## src/rtl/bert_pattern_tx_pkg.sv

```systemverilog
// Shared types and constants for the BERT transmitter and receiver checker.
package bert_pkg;

    typedef enum logic [1:0] {
        ST_IDLE,
        ST_SYNC,
        ST_RUN,
        ST_DONE
    } bert_tx_state_t;

    localparam logic [6:0] PRBS7_SEED        = 7'h7F;
    localparam int         PRBS7_TAP_HI      = 6;
    localparam int         PRBS7_TAP_LO      = 5;
    localparam logic [7:0] SYNC_BYTE_DEFAULT = 8'hA5;

endpackage

```

## src/rtl/bert_pattern_tx_if.sv

```systemverilog
// Byte stream from the pattern source to the link under test.
interface bert_pattern_tx_if;

    logic [7:0] tx_data;
    logic       tx_valid;
    logic       tx_sync;
    logic       tx_ready;

    modport master (output tx_data, output tx_valid, output tx_sync, input  tx_ready);
    modport slave  (input  tx_data, input  tx_valid, input  tx_sync, output tx_ready);

endinterface

```

## src/rtl/bert_pattern_tx_prbs7_byte_step.sv

```systemverilog
// Advances a PRBS7 (x^7+x^6+1) state by eight bits; the first bit produced lands in bit 7.
module prbs7_byte_step
    import bert_pkg::*;
(
    input  logic [6:0] state_i,
    output logic [6:0] state_o,
    output logic [7:0] byte_o
);

    logic [6:0] s;
    logic       fb;

    always_comb begin
        s      = state_i;
        fb     = 1'b0;
        byte_o = 8'h00;
        for (int i = 7; i >= 0; i--) begin
            fb        = s[PRBS7_TAP_HI] ^ s[PRBS7_TAP_LO];
            s         = {s[5:0], fb};
            byte_o[i] = fb;
        end
        state_o = s;
    end

endmodule

```

## src/rtl/bert_pattern_tx.sv

```systemverilog
// BERT transmit pattern source: sync bytes then PRBS7 or counter data bursts.
// Optional error injection is enabled by defining BERT_ERR_INJECT_EN.
module bert_pattern_tx
    import bert_pkg::*;
#(
    parameter int unsigned SYNC_LEN  = 4,
    parameter logic [7:0]  SYNC_BYTE = SYNC_BYTE_DEFAULT
)
(
    input  logic                      clock,
    input  logic                      reset,
    input  logic                      start,
    input  logic                      abort,
    input  logic                      sel,
    input  logic [31:0]               burst_len,
    input  logic                      inj_req,
    bert_pattern_tx_if.master         tx,
    output logic                      busy,
    output logic                      done,
    output logic [31:0]               sent_count,
    output logic [15:0]               inj_count
);

    localparam logic [7:0] SYNC_LAST = 8'(SYNC_LEN - 1);

    bert_tx_state_t state_q;
    logic           sel_q;
    logic [31:0]    burst_len_q;
    logic [7:0]     sync_cnt_q;
    logic [6:0]     prbs_q;
    logic [6:0]     prbs_d;
    logic [7:0]     prbs_byte;
    logic [7:0]     cnt_q;
    logic [7:0]     tx_data_q;
    logic           tx_valid_q;
    logic           tx_sync_q;
    logic           busy_q;
    logic           done_q;
    logic [31:0]    sent_count_q;

    logic           xfer;
    logic           sync_done;
    logic           run_xfer;
    logic           run_last;
    logic           load_data;
    logic           flip;
    logic [7:0]     data_byte;

    prbs7_byte_step u_prbs (
        .state_i (prbs_q),
        .state_o (prbs_d),
        .byte_o  (prbs_byte)
    );

    assign xfer      = tx_valid_q & tx.tx_ready;
    assign sync_done = (state_q == ST_SYNC) & xfer & (sync_cnt_q == SYNC_LAST) & ~abort;
    assign run_xfer  = (state_q == ST_RUN) & xfer;
    assign run_last  = run_xfer & (burst_len_q != 32'd0) & ((sent_count_q + 32'd1) == burst_len_q);
    assign load_data = sync_done | (run_xfer & ~run_last & ~abort);
    assign data_byte = (sel_q ? prbs_byte : cnt_q) ^ {7'b0, flip};

`ifdef BERT_ERR_INJECT_EN
    logic        pend_q;
    logic        cur_inj_q;
    logic [15:0] inj_count_q;

    // A corrupted byte already on the bus absorbs any further request until it transfers.
    assign flip = ~cur_inj_q & (pend_q | inj_req);

    always_ff @(posedge clock) begin
        if (reset) begin
            pend_q      <= 1'b0;
            cur_inj_q   <= 1'b0;
            inj_count_q <= 16'h0000;
        end else begin
            if (run_xfer & cur_inj_q & (inj_count_q != 16'hFFFF))
                inj_count_q <= inj_count_q + 16'd1;
            if (load_data)
                cur_inj_q <= flip;
            else if (run_xfer | abort)
                cur_inj_q <= 1'b0;
            if (load_data & flip)
                pend_q <= 1'b1;
            else if (run_xfer & cur_inj_q)
                pend_q <= 1'b0;
            else if (inj_req)
                pend_q <= 1'b1;
        end
    end

    assign inj_count = inj_count_q;
`else
    logic unused_inj;
    assign unused_inj = inj_req;
    assign flip       = 1'b0;
    assign inj_count  = 16'h0000;
`endif

    // tx_data always holds the byte on offer; the next one is loaded only on a transfer.
    always_ff @(posedge clock) begin
        if (reset) begin
            state_q      <= ST_IDLE;
            sel_q        <= 1'b0;
            burst_len_q  <= 32'd0;
            sync_cnt_q   <= 8'd0;
            prbs_q       <= PRBS7_SEED;
            cnt_q        <= 8'h00;
            tx_data_q    <= 8'h00;
            tx_valid_q   <= 1'b0;
            tx_sync_q    <= 1'b0;
            busy_q       <= 1'b0;
            done_q       <= 1'b0;
            sent_count_q <= 32'd0;
        end else begin
            done_q <= 1'b0;
            case (state_q)
                ST_IDLE: begin
                    if (start & ~abort) begin
                        state_q      <= ST_SYNC;
                        sel_q        <= sel;
                        burst_len_q  <= burst_len;
                        sent_count_q <= 32'd0;
                        sync_cnt_q   <= 8'd0;
                        prbs_q       <= PRBS7_SEED;
                        cnt_q        <= 8'h00;
                        tx_data_q    <= SYNC_BYTE;
                        tx_valid_q   <= 1'b1;
                        tx_sync_q    <= 1'b1;
                        busy_q       <= 1'b1;
                    end
                end
                ST_SYNC: begin
                    if (abort) begin
                        state_q    <= ST_IDLE;
                        tx_valid_q <= 1'b0;
                        tx_sync_q  <= 1'b0;
                        busy_q     <= 1'b0;
                    end else if (sync_done) begin
                        state_q   <= ST_RUN;
                        tx_sync_q <= 1'b0;
                        tx_data_q <= data_byte;
                        prbs_q    <= prbs_d;
                        cnt_q     <= cnt_q + 8'd1;
                    end else if (xfer) begin
                        sync_cnt_q <= sync_cnt_q + 8'd1;
                    end
                end
                ST_RUN: begin
                    if (run_xfer)
                        sent_count_q <= sent_count_q + 32'd1;
                    if (abort) begin
                        state_q    <= ST_IDLE;
                        tx_valid_q <= 1'b0;
                        busy_q     <= 1'b0;
                    end else if (run_last) begin
                        state_q    <= ST_DONE;
                        tx_valid_q <= 1'b0;
                        busy_q     <= 1'b0;
                        done_q     <= 1'b1;
                    end else if (load_data) begin
                        tx_data_q <= data_byte;
                        prbs_q    <= prbs_d;
                        cnt_q     <= cnt_q + 8'd1;
                    end
                end
                ST_DONE: begin
                    state_q <= ST_IDLE;
                end
                default: begin
                    state_q <= ST_IDLE;
                end
            endcase
        end
    end

    assign tx.tx_data  = tx_data_q;
    assign tx.tx_valid = tx_valid_q;
    assign tx.tx_sync  = tx_sync_q;
    assign busy        = busy_q;
    assign done        = done_q;
    assign sent_count  = sent_count_q;

endmodule

```

## src/flat_wrapper.sv

```systemverilog
// flat-port wrapper written by rule: the top's interface ports become plain ports
module bert_pattern_tx_flat import bert_pkg::*;
#(
    parameter int unsigned SYNC_LEN  = 4,
    parameter logic [7:0]  SYNC_BYTE = SYNC_BYTE_DEFAULT
)
  (clock, reset, start, abort, sel, burst_len, inj_req, busy, done, sent_count, inj_count, tx_tx_data, tx_tx_valid, tx_tx_sync, tx_tx_ready);
  bert_pattern_tx_if tx_i ();
  input  logic clock;
  input  logic reset;
  input  logic start;
  input  logic abort;
  input  logic sel;
  input  logic [31:0] burst_len;
  input  logic inj_req;
  output logic busy;
  output logic done;
  output logic [31:0] sent_count;
  output logic [15:0] inj_count;
  output wire logic [$bits(tx_i.tx_data)-1:0] tx_tx_data;
  output wire logic [$bits(tx_i.tx_valid)-1:0] tx_tx_valid;
  output wire logic [$bits(tx_i.tx_sync)-1:0] tx_tx_sync;
  input wire logic [$bits(tx_i.tx_ready)-1:0] tx_tx_ready;
  assign tx_tx_data = tx_i.tx_data;
  assign tx_tx_valid = tx_i.tx_valid;
  assign tx_tx_sync = tx_i.tx_sync;
  assign tx_i.tx_ready = tx_tx_ready;
  bert_pattern_tx #(.SYNC_LEN(SYNC_LEN), .SYNC_BYTE(SYNC_BYTE)) u_core (.clock(clock), .reset(reset), .start(start), .abort(abort), .sel(sel), .burst_len(burst_len), .inj_req(inj_req), .tx(tx_i), .busy(busy), .done(done), .sent_count(sent_count), .inj_count(inj_count));
endmodule
```

## config.mk

```make
export PLATFORM = sky130hd
export DESIGN_NAME = bert_pattern_tx_flat
export DESIGN_NICKNAME = d
export VERILOG_FILES = /design/src/rtl/bert_pattern_tx_pkg.sv /design/src/rtl/bert_pattern_tx_if.sv /design/src/rtl/bert_pattern_tx_prbs7_byte_step.sv /design/src/rtl/bert_pattern_tx.sv /design/src/flat_wrapper.sv
export SDC_FILE = /design/constraint.sdc
export NUM_CORES = 1
export LEC_CHECK = 0
export ABC_AREA = 1
export CAP_MARGIN = 20
export CORE_ASPECT_RATIO = 1.4
export CORE_MARGIN = 1.5
export CORE_UTILIZATION = 30
export DETAILED_ROUTE_END_ITERATION = 12
export GPL_TIMING_DRIVEN = 1
export HOLD_SLACK_MARGIN = 0.1
export MAX_ROUTING_LAYER = met4
export PLACE_DENSITY = 0.58
export SLEW_MARGIN = 20
export SYNTH_ARGS = -nofsm -noshare
export SYNTH_HDL_FRONTEND = slang
export SYNTH_SLANG_ARGS = --single-unit
```

## constraint.sdc

```tcl
create_clock -name clock -period 2.55 [get_ports clock]
set_input_delay 0.255 -clock clock [delete_from_list [all_inputs] [get_ports clock]]
set_output_delay 0.255 -clock clock [all_outputs]
set_load 0.02 [all_outputs]
```

* Yosys cells after proc, flatten, opt, wreduce, memory -nomap -nowiden
Cells that the tools add are included.
** Word-level totals
- Register bits :: 101
- Bits of input ports :: 39
** Cells by class
- Add/sub/neg operators :: 3
- Equality and inequality tests :: 17
- Muxes and demuxes :: 44
- Bitwise operators :: 22
- Reductions and logical operators :: 13
** Operators by type and width (count)
- $mux 8 :: 16
- $mux 32 :: 2
- $pmux 32 s2 :: 1
- $pmux 8 s3 :: 2
- $mux 7 :: 6
- $add 32x1->32 const B :: 1
- $eq 32x32->1 :: 1
- $reduce_bool 32->1 :: 1
- $pmux 7 s3 :: 1
- $add 8x1->8 const B :: 2
- $pmux 8 s2 :: 1
- $and 1x1->1 :: 10
- $mux 2 :: 5
- $ne 2x1->1 const B :: 5
- $ne 2x2->1 const B :: 5
- $reduce_and 3->1 :: 3
- $eq 8x2->1 const B :: 1
- $pmux 2 s4 :: 1
- $xor 1x1->1 :: 8
- $mux 1 :: 7
- $reduce_and 7->1 :: 1
- $ne 3x2->1 const B :: 2
- $reduce_and 5->1 :: 1
- $eq 2x2->1 const B :: 2
- other kinds (11) :: 14

* Logic depth before layout (Yosys ltp)
- Word-level depth :: 12
- Gate-level depth with buffers :: 21
- Depth with buffers taken out :: 20

* By module
A second synthesis with hierarchy kept.
** Second synthesis, totals
- Cell total of the unflattened synthesis :: 1071
- Area, all modules :: 6587.6 um^2
** By module, submodules not included
- bert_pattern_tx :: times used 1, cells an instance 1037, area each 6404.9 um^2
- prbs7_byte_step :: times used 1, cells an instance 34, area each 182.7 um^2

* Worst setup path after synthesis
No wires, ideal clock.
- Path type :: reg-to-reg
- Start point :: register u_core.sent_count_q[0] (netlist: u_core.sent_count[0])
- End point :: register u_core.tx_data_q[2] (netlist: u_core.tx.tx_data[2])
- Library setup time :: 0.115 ns
- Data arrival time :: 2.376 ns
- Required time :: 2.435 ns
- Path slack :: 0.059 ns
- Stages on the path, launching flop included :: 18
- Buffers on the path :: 1
- Clock period less this slack :: 2.491 ns
- Cell sequence :: dfxtp_1 -> ha_1 -> nand2_2 -> nor2_4 -> nand2_2 -> nor2_4 -> nand3_1 -> nand3_1 -> nand2_1 -> nor2_1 -> nand2_1 -> nor2_1 -> nand3_1 -> nand3_2 -> nand2_4 -> buf_2 -> a21oi_1 -> nor2_1
** On the way
- Longest elaborated chain between the ends :: 9
- Elaborated cells between the ends (all ways) :: 10
- Classes of those cells :: add/sub (1); eq/ne (3); bitwise (5); reduce/logical (1)
** Ends and longest elaborated chain
- start: declaration :: line bert_pattern_tx.sv:39 : logic [31:0] sent_count_q;
- start signal: assignment :: line bert_pattern_tx.sv:150 : sent_count_q <= sent_count_q + 32'd1;
- $add 32x1->32 (*) :: line bert_pattern_tx.sv:58 : assign run_last = run_xfer & (burst_len_q != 32'd0) & ((sent_count_q + 32'd1) == burst_len_q);
- $eq 32x32->1 (*) :: line bert_pattern_tx.sv:58
- $and 1x1->1 (*) :: line bert_pattern_tx.sv:58
- $not 1->1 :: line bert_pattern_tx.sv:59 : assign load_data = sync_done | (run_xfer & ~run_last & ~abort);
- $and 1x1->1 (2 in series) :: line bert_pattern_tx.sv:59
- $or 1x1->1 :: line bert_pattern_tx.sv:59
- $ne 2x1->1 (no line)
- $reduce_and 7->1 (no line) (*)
- end signal: assignment :: line bert_pattern_tx.sv:141 : tx_data_q <= data_byte;
- end signal: assignment :: line bert_pattern_tx.sv:161 : tx_data_q <= data_byte;
- end: declaration :: line bert_pattern_tx.sv:34 : logic [7:0] tx_data_q;
Mark *: on every way between the ends. The rest lies on a longest branch, timed or not.
A chain may end at the register's enable or synchronous reset.

* Worst setup path in the final report
- Start point :: register u_core.sent_count_q[7] (netlist: u_core.sent_count[7])
- End point :: register u_core.tx_data_q[5] (netlist: u_core.tx.tx_data[5])
The elaborated chain is that of the path after synthesis.

==> results.md <==
- The run finished, with violations left.
- The checks that failed: negative setup slack.
- In the final layout, the share of cells above drive strength 1 is 18.3%.
- Sorting the synthesized cells by area gives the leading types as dfxtp_1 32%, nand2_1 19%, nand3_1 8.4%.
- The count of unique library cells instantiated by Yosys is 39.
- The detailed-route wire length is 21,100 µm.
- The setup total negative slack is -0.194 ns.
- Input and output buffers added on the ports amount to 81.
- The period utilization is 101%.
- The final HPWL from detailed placement is 15,900 µm.
- The final hold violation count came to 0.
- The first-pass iteration count of the detailed router is 5.
- The starting density of the core is 30.4%.
- Setup repair after global routing could not meet its margin everywhere.
- The most common cell after layout, fill and taps aside is nand2_1.
- At the pin with the least slew margin, the transition time is 0.572 ns.
- Counting cells, the worst reg-to-reg path comes to 18.
- The number of buffers inserted by hold repair at cts is 0.
- For the worst setup path, the data required time is 2.85 ns.
- The tightest min-delay check is of the input pin to flip-flop type.
- The worst clock skew is 0.00768 ns.
- The die outline area is 0.0222 mm².
- Counting every instance in the synthesized netlist gives 1,050.
- The smallest setup slack after layout is -0.0303 ns.
- The detail route stage leaves a number of antenna-violating nets equal to 0.
- For this run, the top clock speed supported by timing is 388 MHz.
- The clock share of power is 21.9%.
- The global placer's final weighted congestion is 0.909.
- The clock sink count is 101.
- The net switching power is 2.38 mW.
- The antenna diode count is 0.
- TritonCTS built the clock tree.
- In the final layout, the multi-input gates occupy 0.00407 mm².
- The number of antenna violations at the first check in global routing is 0.
- The cell area that synthesis handed to floorplanning was 0.00640 mm².
- The total DRC errors in the routed layout is 0.
- The area added between synthesis and finish is 36.3%.
- After detailed routing, the number of vias per cell comes to 4.78.
- After floorplanning, the core was sized to cover 0.0210 mm².
- Of all nets on the critical path, the largest fanout is 21.
- The via count is 6,997.
- The number of enable flip-flop cells after synthesis is 0.
- The net total in the final layout is 1,247.
- The worst path in the final design needs a cycle of 2.58 ns, including I/O delays and setup.
- Row generation in the floorplan step produced 63 rows.
- The H-tree depth reported by CTS is 3.
- The via count of the first global-routing pass is 6,623.
- The vertical die dimension is 176 µm.
- Of all flip-flops after synthesis, the portion carrying an async set or reset was 0%.
- The tree is rooted in a clkbuf_16.
- The worst setup path is captured at a flip-flop.
- The part of the Yosys area used for sequential elements is 31.6%.
- The cell-internal power is 3.53 mW.
- The worst-case IR drop observed on VDD is 0.000520 V.
- The number of setup violations in the final report is 12.
- In the synthesized netlist the dominant register cell turns out to be dfxtp_1.
- The number of pins with negative max-slew slack in the final report is 0.
- The average routed wire per standard cell is 14.4 µm.
- The number of filler instances in the final layout is 2,187.
- The finished layout holds 1,463 standard cells, fillers aside.
- Counting the buffers created by CTS gives 9.
- The width of the chip is 126 µm.
- The sequential cell area in the final layout is 0.00205 mm².
- Across the run, the number of max-cap violations was 0.
- In the layout the commonest cells are 297 x nand2_1, 107 x nor2_1, 107 x inv_1.
- The first global-routing pass estimated 32,900 µm of wire.
- Measured against its own limit, the worst slew margin works out to 61.9%.
- The worst setup path is of the flip-flop to flip-flop kind.
- The violation count after the first detailed-route iteration is 394.
- The I/O pin count is 99.
- The ratio of total power to cell area is 678 mW/mm².
- For this design the static power due to leakage is 3.74 nW.
- The later pin in the worst-skew pair is clocked with a latency of 0.36 ns.
- Once placement completed, the tool counted placed cells totaling 1,441.
- STA classifies the critical path startpoint as a flip-flop.
- The share of the synthesized area in the top cell type is 31.6%.
- The share of total power consumed by net switching is 40.3%.
- Summed over all layers, the global routing overflow is 0.
- For this run, the total global-route usage over all layers was measured as 19.6%.
- The cell depth of the worst hold path is 3.
- Entering global routing, the biggest net connects 62 pins.
- The fraction of power consumed by sequential logic is 34.4%.
- The proportion of power drawn by combinational gates is 43.8%.
- The average cell area after synthesis is 6.10 µm².
- The worst-case clock buffer depth is 2.
- Counting flops and latches in the post-synthesis netlist gives 101.
- During synthesis, Yosys emitted a total of 0 warnings.
- The arrival time at the worst endpoint is 2.88 ns.
- The cell type with the largest total area after synthesis is dfxtp_1.
- After clock tree synthesis, the clock-pin slew on the worst setup and hold paths is 0.07 ns.
## layer usage
layer / wire length [µm] / GRT usage [%] / up-vias
li1: - / - / 3621
met1: 8580 / 21.6 / 3148
met2: 10900 / 34.4 / 184
met3: 858 / 2.22 / 44
met4: 825 / 10.4 / 0
met5: 0 / - / -
## flip-flops by register name, indices dropped and copies added (netlist names)
signal	flops
u_core.busy	1
u_core.sent_count	32
u_core.burst_len_q	32
u_core.cnt_q	8
u_core.tx.tx_data	8
u_core.prbs_q	7
u_core.sel_q	1
u_core.state_q	2
u_core.tx.tx_sync	1
u_core.done	1
u_core.sync_cnt_q	8
## power groups by stage
stage	Combinational [mW]	Sequential (mW)	Clock, mW
4_1_cts	2.49	2.02	1.32
2_1_floorplan	1.72	2.06	0
6_report	2.59	2.03	1.29
5_1_grt	2.92	2.06	1.38
3_5_place_dp	2.46	2.06	0
3_3_place_gp	2.44	2.06	0
## synth_stat cells, types with 4 or more instances
cell      count
nand3b_1     10
nor2_1      126
nand2_1     323
inv_1       110
ha_1          7
nand2_2       6
xnor2_1       9
xor2_1        8
a21oi_1      94
nand4_1       6
buf_4        17
nand3_1     108
o211ai_1      4
dfxtp_1     101
clkbuf_1     26
o21ai_0      45
nor2_4        5
buf_2         4
nor3_1        9
## logic make-up after synthesis
group / count (synthesis) / share of synthesized area, %
AND/OR/NAND/NOR: 607 / 40.6
buffers and inverters: 163 / 11.0
AO/OA/AOI/OAI: 152 / 12.3
flip-flops: 101 / 31.6
XOR/XNOR: 19 / 3.03
adder cells (fa/ha/maj): 7 / 1.37
other: 1 / 0.0586
## cell type report
type	instances	area share [%]
inverters	112	4.88
well taps	260	3.73
clock inverters	2	0.143
clock buffers	11	2.78
flip-flops and latches	101	23.5
repair buffers	176	18.4
multi-input cells	801	46.6
## critical path, stage by stage (launching register included)
cell and delay (ns):
dfxtp_2 0.35, nand2_1 0.11, buf_4 0.16, nor2_1 0.15, nand2_1 0.13, nor2_4 0.23, nand2_2 0.09, nand3b_1 0.11
nand2_2 0.08, nor2_2 0.12, nand3_1 0.13, nor2_2 0.14, nand3_2 0.13, nand3_2 0.10, nand2_4 0.09, buf_12 0.17
nand3b_1 0.09, nand2_1 0.06, nor2_1 0.08
## path summary, 6_finish.rpt
check,slack (ns),endpoint,startpoint
setup / recovery,-0.03,u_core.tx.tx_data[5],u_core.sent_count[7]
hold / removal,0.45,u_core.burst_len_q[4],burst_len[4]
setup reg to reg,-0.03,u_core.tx.tx_data[5],u_core.sent_count[7]
hold reg to reg,0.46,u_core.sync_cnt_q[7],u_core.sync_cnt_q[7]
## stage by stage
stage | utilization, % | area (µm²) | power [mW] | hold slack (ns) | setup slack [ns]
finish | 41.4 | 8720 | 5.91 | 0.449 | -0.0303
global route | 41.4 | 8720 | 6.35 | 0.465 | -0.192
CTS | 39.7 | 8350 | 5.84 | 0.444 | 0.00102
detailed placement | 38.1 | 8030 | 4.52 | 0.455 | -0.0929
global placement | 38.1 | 8030 | 4.50 | 0.449 | -0.0537
floorplan | - | 6460 | 3.78 | 0.333 | 0.0590
## what timing repair did
item	4_1_cts	5_1_grt
endpoints found under the setup margin	25	27
gates cloned	0	0
setup buffers	1	8
pin swaps	8	30
gates resized for setup	18	96
No activity file was read; power rests on OpenSTA's default activity.
==> RTL edit: new RTL, same flow settings <==
Register the output `sent_count` once more, with the module's reset; this adds one clock of latency there. The other outputs are not delayed to match.
--- a/src/rtl/bert_pattern_tx.sv
+++ b/src/rtl/bert_pattern_tx.sv
@@ -178,7 +178,13 @@
     assign tx.tx_sync  = tx_sync_q;
     assign busy        = busy_q;
     assign done        = done_q;
-    assign sent_count  = sent_count_q;
+    always_ff @(posedge clock) begin
+        if (reset) begin
+            sent_count <= '0;
+        end else begin
+            sent_count <= sent_count_q;
+        end
+    end
 
 endmodule
 
Formal check against the unedited RTL: not equivalent (a bounded check fails within 10 cycles, from zero or initial values and one cycle with reset high).
==> RTL edit against the unedited design <==
The run still ends with negative setup slack left; die area is 12% higher; power up 42%; final cell count up 9.8%; clock skew grew 0.0017 ns; clock power rose by 93%; synthesized area up 12%; routed wire length is 8.8% higher; worst setup slack lost 0.041 ns; global-route usage is 0.57 points lower; cell area increased by 18%; combinational power is 28% higher; sequential cell count up 32; critical path depth grew 3; highest routed layer unchanged.
==> RTL edit: results (changes against the unedited design) <==
Status
The final reports fail on negative setup slack. The flow ran to the end, but the final reports show violations.

STA
The worst hold margin was 0.459 ns (+0.0105 ns). The total of endpoints with negative setup slack in the final report is 23 (+11). The final setup TNS is -1.01 ns (-0.812 ns).

The measured slew at the worst slew-check pin is 0.647 ns (+0.0752 ns). The final setup slack of the worst path is -0.0709 ns (-0.0406 ns). The setup clock skew after layout was 0.00934 ns (+0.00167 ns).

GRT
The maximum number of pins on one net before global-route repair came to 67 (+8.1%). The via count of the first global-routing pass was 7232 (+9.2%). The global-route wire length before repair was 35800 µm (+8.6%). The initial antenna violation count was 0 (unchanged). The global-route usage over all layers is 19.0% (-0.57 points).

Clock tree
The clock latency on the worst-skew pair is 0.43 ns (+0.07 ns). The number of H-tree levels is 4 (+1). The buffer cell driving the clock tree root is sky130_fd_sc_hd__clkbuf_16. The total CTS buffers is 17 (+8). The maximum clock path buffer count is 2 (unchanged).

Synth
The number of warnings issued by yosys came to 0 (unchanged). The async set-reset flop share out of synthesis was 0% (unchanged). The sequential area share after synthesis is 37.0% (+5.4 points).

The commonest cells after synthesis are sky130_fd_sc_hd__nand2_1, sky130_fd_sc_hd__nor2_1, sky130_fd_sc_hd__dfxtp_1. By area the synthesized netlist is led by sky130_fd_sc_hd__dfxtp_1, sky130_fd_sc_hd__nand2_1, sky130_fd_sc_hd__nand3_1.

Final layout
The count of nets after finishing is 1333 (+6.9%). The fraction of final layout cells sized beyond drive strength 1 is 22.2% (+3.9 points). The count of filler cells inserted in the layout is 2388 (+9.2%).

Worst hold path
The depth of the worst hold-timing path is 3 (unchanged). The path with the worst hold slack has its endpoint at u_core.burst_len_q[24]. The launch instance of the worst min-delay path is burst_len[24]. The min-delay analysis places its worst path in the category in2reg.

Setup path
The peak fanout along the critical path is 8 (-62%). The family with the most delay on the worst path is simple AND/OR/NAND/NOR gates. The number of cells traversed by the worst register-to-register path came to 21 (+3).

Among all stages on the critical path, the largest delay is contributed by sky130_fd_sc_hd__dfxtp_4. The arrival time reported for the critical path endpoint is 2.99 ns (+0.11 ns). The sort of element at the end of the critical path is a register.

Tracing the worst setup path back leads to its startpoint at u_core.sent_count_q[0]. The stage delay of the slowest cell on the critical path came to 0.37 ns (+0.02 ns). In this run the critical register-to-register path is captured at u_core.tx.tx_data[2].

Drt
The first-iteration detailed-routing DRC count is 415 (+5.3%). The routed length per instance was 14.3 µm (-0.86%). The total iterations of the first detailed-routing run came to 5 (unchanged). The number of vias per cell came to 4.75 (-0.66%).

Place
The detailed placer's ending HPWL came to 16800 µm (+5.3%). The global placer's final weighted congestion is 0.943 (+3.8%). The post-placement cell area is 9080 µm² (+13%).

Pwr
The static leakage is 0.00433 µW (+16%). The maximum resistive drop on vdd is 588 µV (+13%).
[RTL edit: cell count changes in the layout (fill, tap and decap cells not counted), moves of 5 or more]
| cell | delta |
|---|---|
| sky130_fd_sc_hd__dfxtp_1 | +39 |
| sky130_fd_sc_hd__nand2_1 | -36 |
| sky130_fd_sc_hd__a21oi_1 | -34 |
| sky130_fd_sc_hd__o21ai_0 | +33 |
| sky130_fd_sc_hd__nor2_1 | +20 |
| sky130_fd_sc_hd__buf_4 | +18 |
| sky130_fd_sc_hd__buf_6 | +16 |
| sky130_fd_sc_hd__a21oi_2 | +9 |
| sky130_fd_sc_hd__clkbuf_16 | +8 |
| sky130_fd_sc_hd__dfxtp_2 | -7 |
| sky130_fd_sc_hd__nor2_2 | +6 |
| sky130_fd_sc_hd__nand3b_1 | -5 |
[RTL edit: area by class of cell]
cell class	count	area [µm²]	area share (%)
Tap cell	306	383	3.71
Multi-Input combinational cell	809	4270	41.4
Clock inverter	8	96.3	0.934
Inverter	115	434	4.21
Clock buffer	24	502	4.87
Sequential cell	133	2680	26.0
Timing Repair Buffer	211	1940	18.9
[RTL edit: report_power, final]
group | switching [µW] | leakage, µW | total, µW | internal [µW]
clock | 930 | 0.000296 | 2490 | 1560
sequential | 229 | 0.00109 | 2560 | 2340
combinational | 1900 | 0.00294 | 3310 | 1410
[RTL edit: what timing repair did]
item | CTS | global route
resized for setup | 49 | 89
endpoints found under the setup margin | 23 | 27
buffers inserted | 6 | 8
gates cloned | 1 | 0
pin swaps | 22 | 33
[RTL edit: metal layers]
| layer | routed length, µm | share of wire [%] | up-vias | GRT usage [%] |
|---|---|---|---|---|
| li1 | - | - | 3870 | - |
| met1 | 9570 | 42 | 3528 | 21.0 |
| met2 | 11800 | 51 | 188 | 33.8 |
| met3 | 850 | 3.7 | 44 | 2.71 |
| met4 | 770 | 3.3 | 0 | 8.87 |
| met5 | 0 | 0 | - | - |
[RTL edit: metrics by stage]
stage	setup slack [ns]	cells
2_1_floorplan	0.0953	1108
3_5_place_dp	-0.281	1560
4_1_cts	-0.0720	1599
6_report	-0.0709	1606
3_3_place_gp	-0.254	1560
5_1_grt	-0.269	1606
[RTL edit: worst min-delay path, delay by kind of cell]
family                 cells  cell delay (ns)
buffers and inverters      1             0.39
AO/OA/AOI/OAI              2             0.19
[RTL edit: kinds of logic (layout without fill, tap and decap cells)]
kind of cell,count (synthesis),in the layout,share of synthesized area (%)
xor gates and xnor gates,21,21,3.53
other,1,16,0.0521
and+or+nand+nor,603,603,35.8
AOI/OAI and AO/OA,162,162,12.3
adders and majority gates,7,7,1.22
buffers and inverters,166,358,10.2
DFF,133,133,37.0
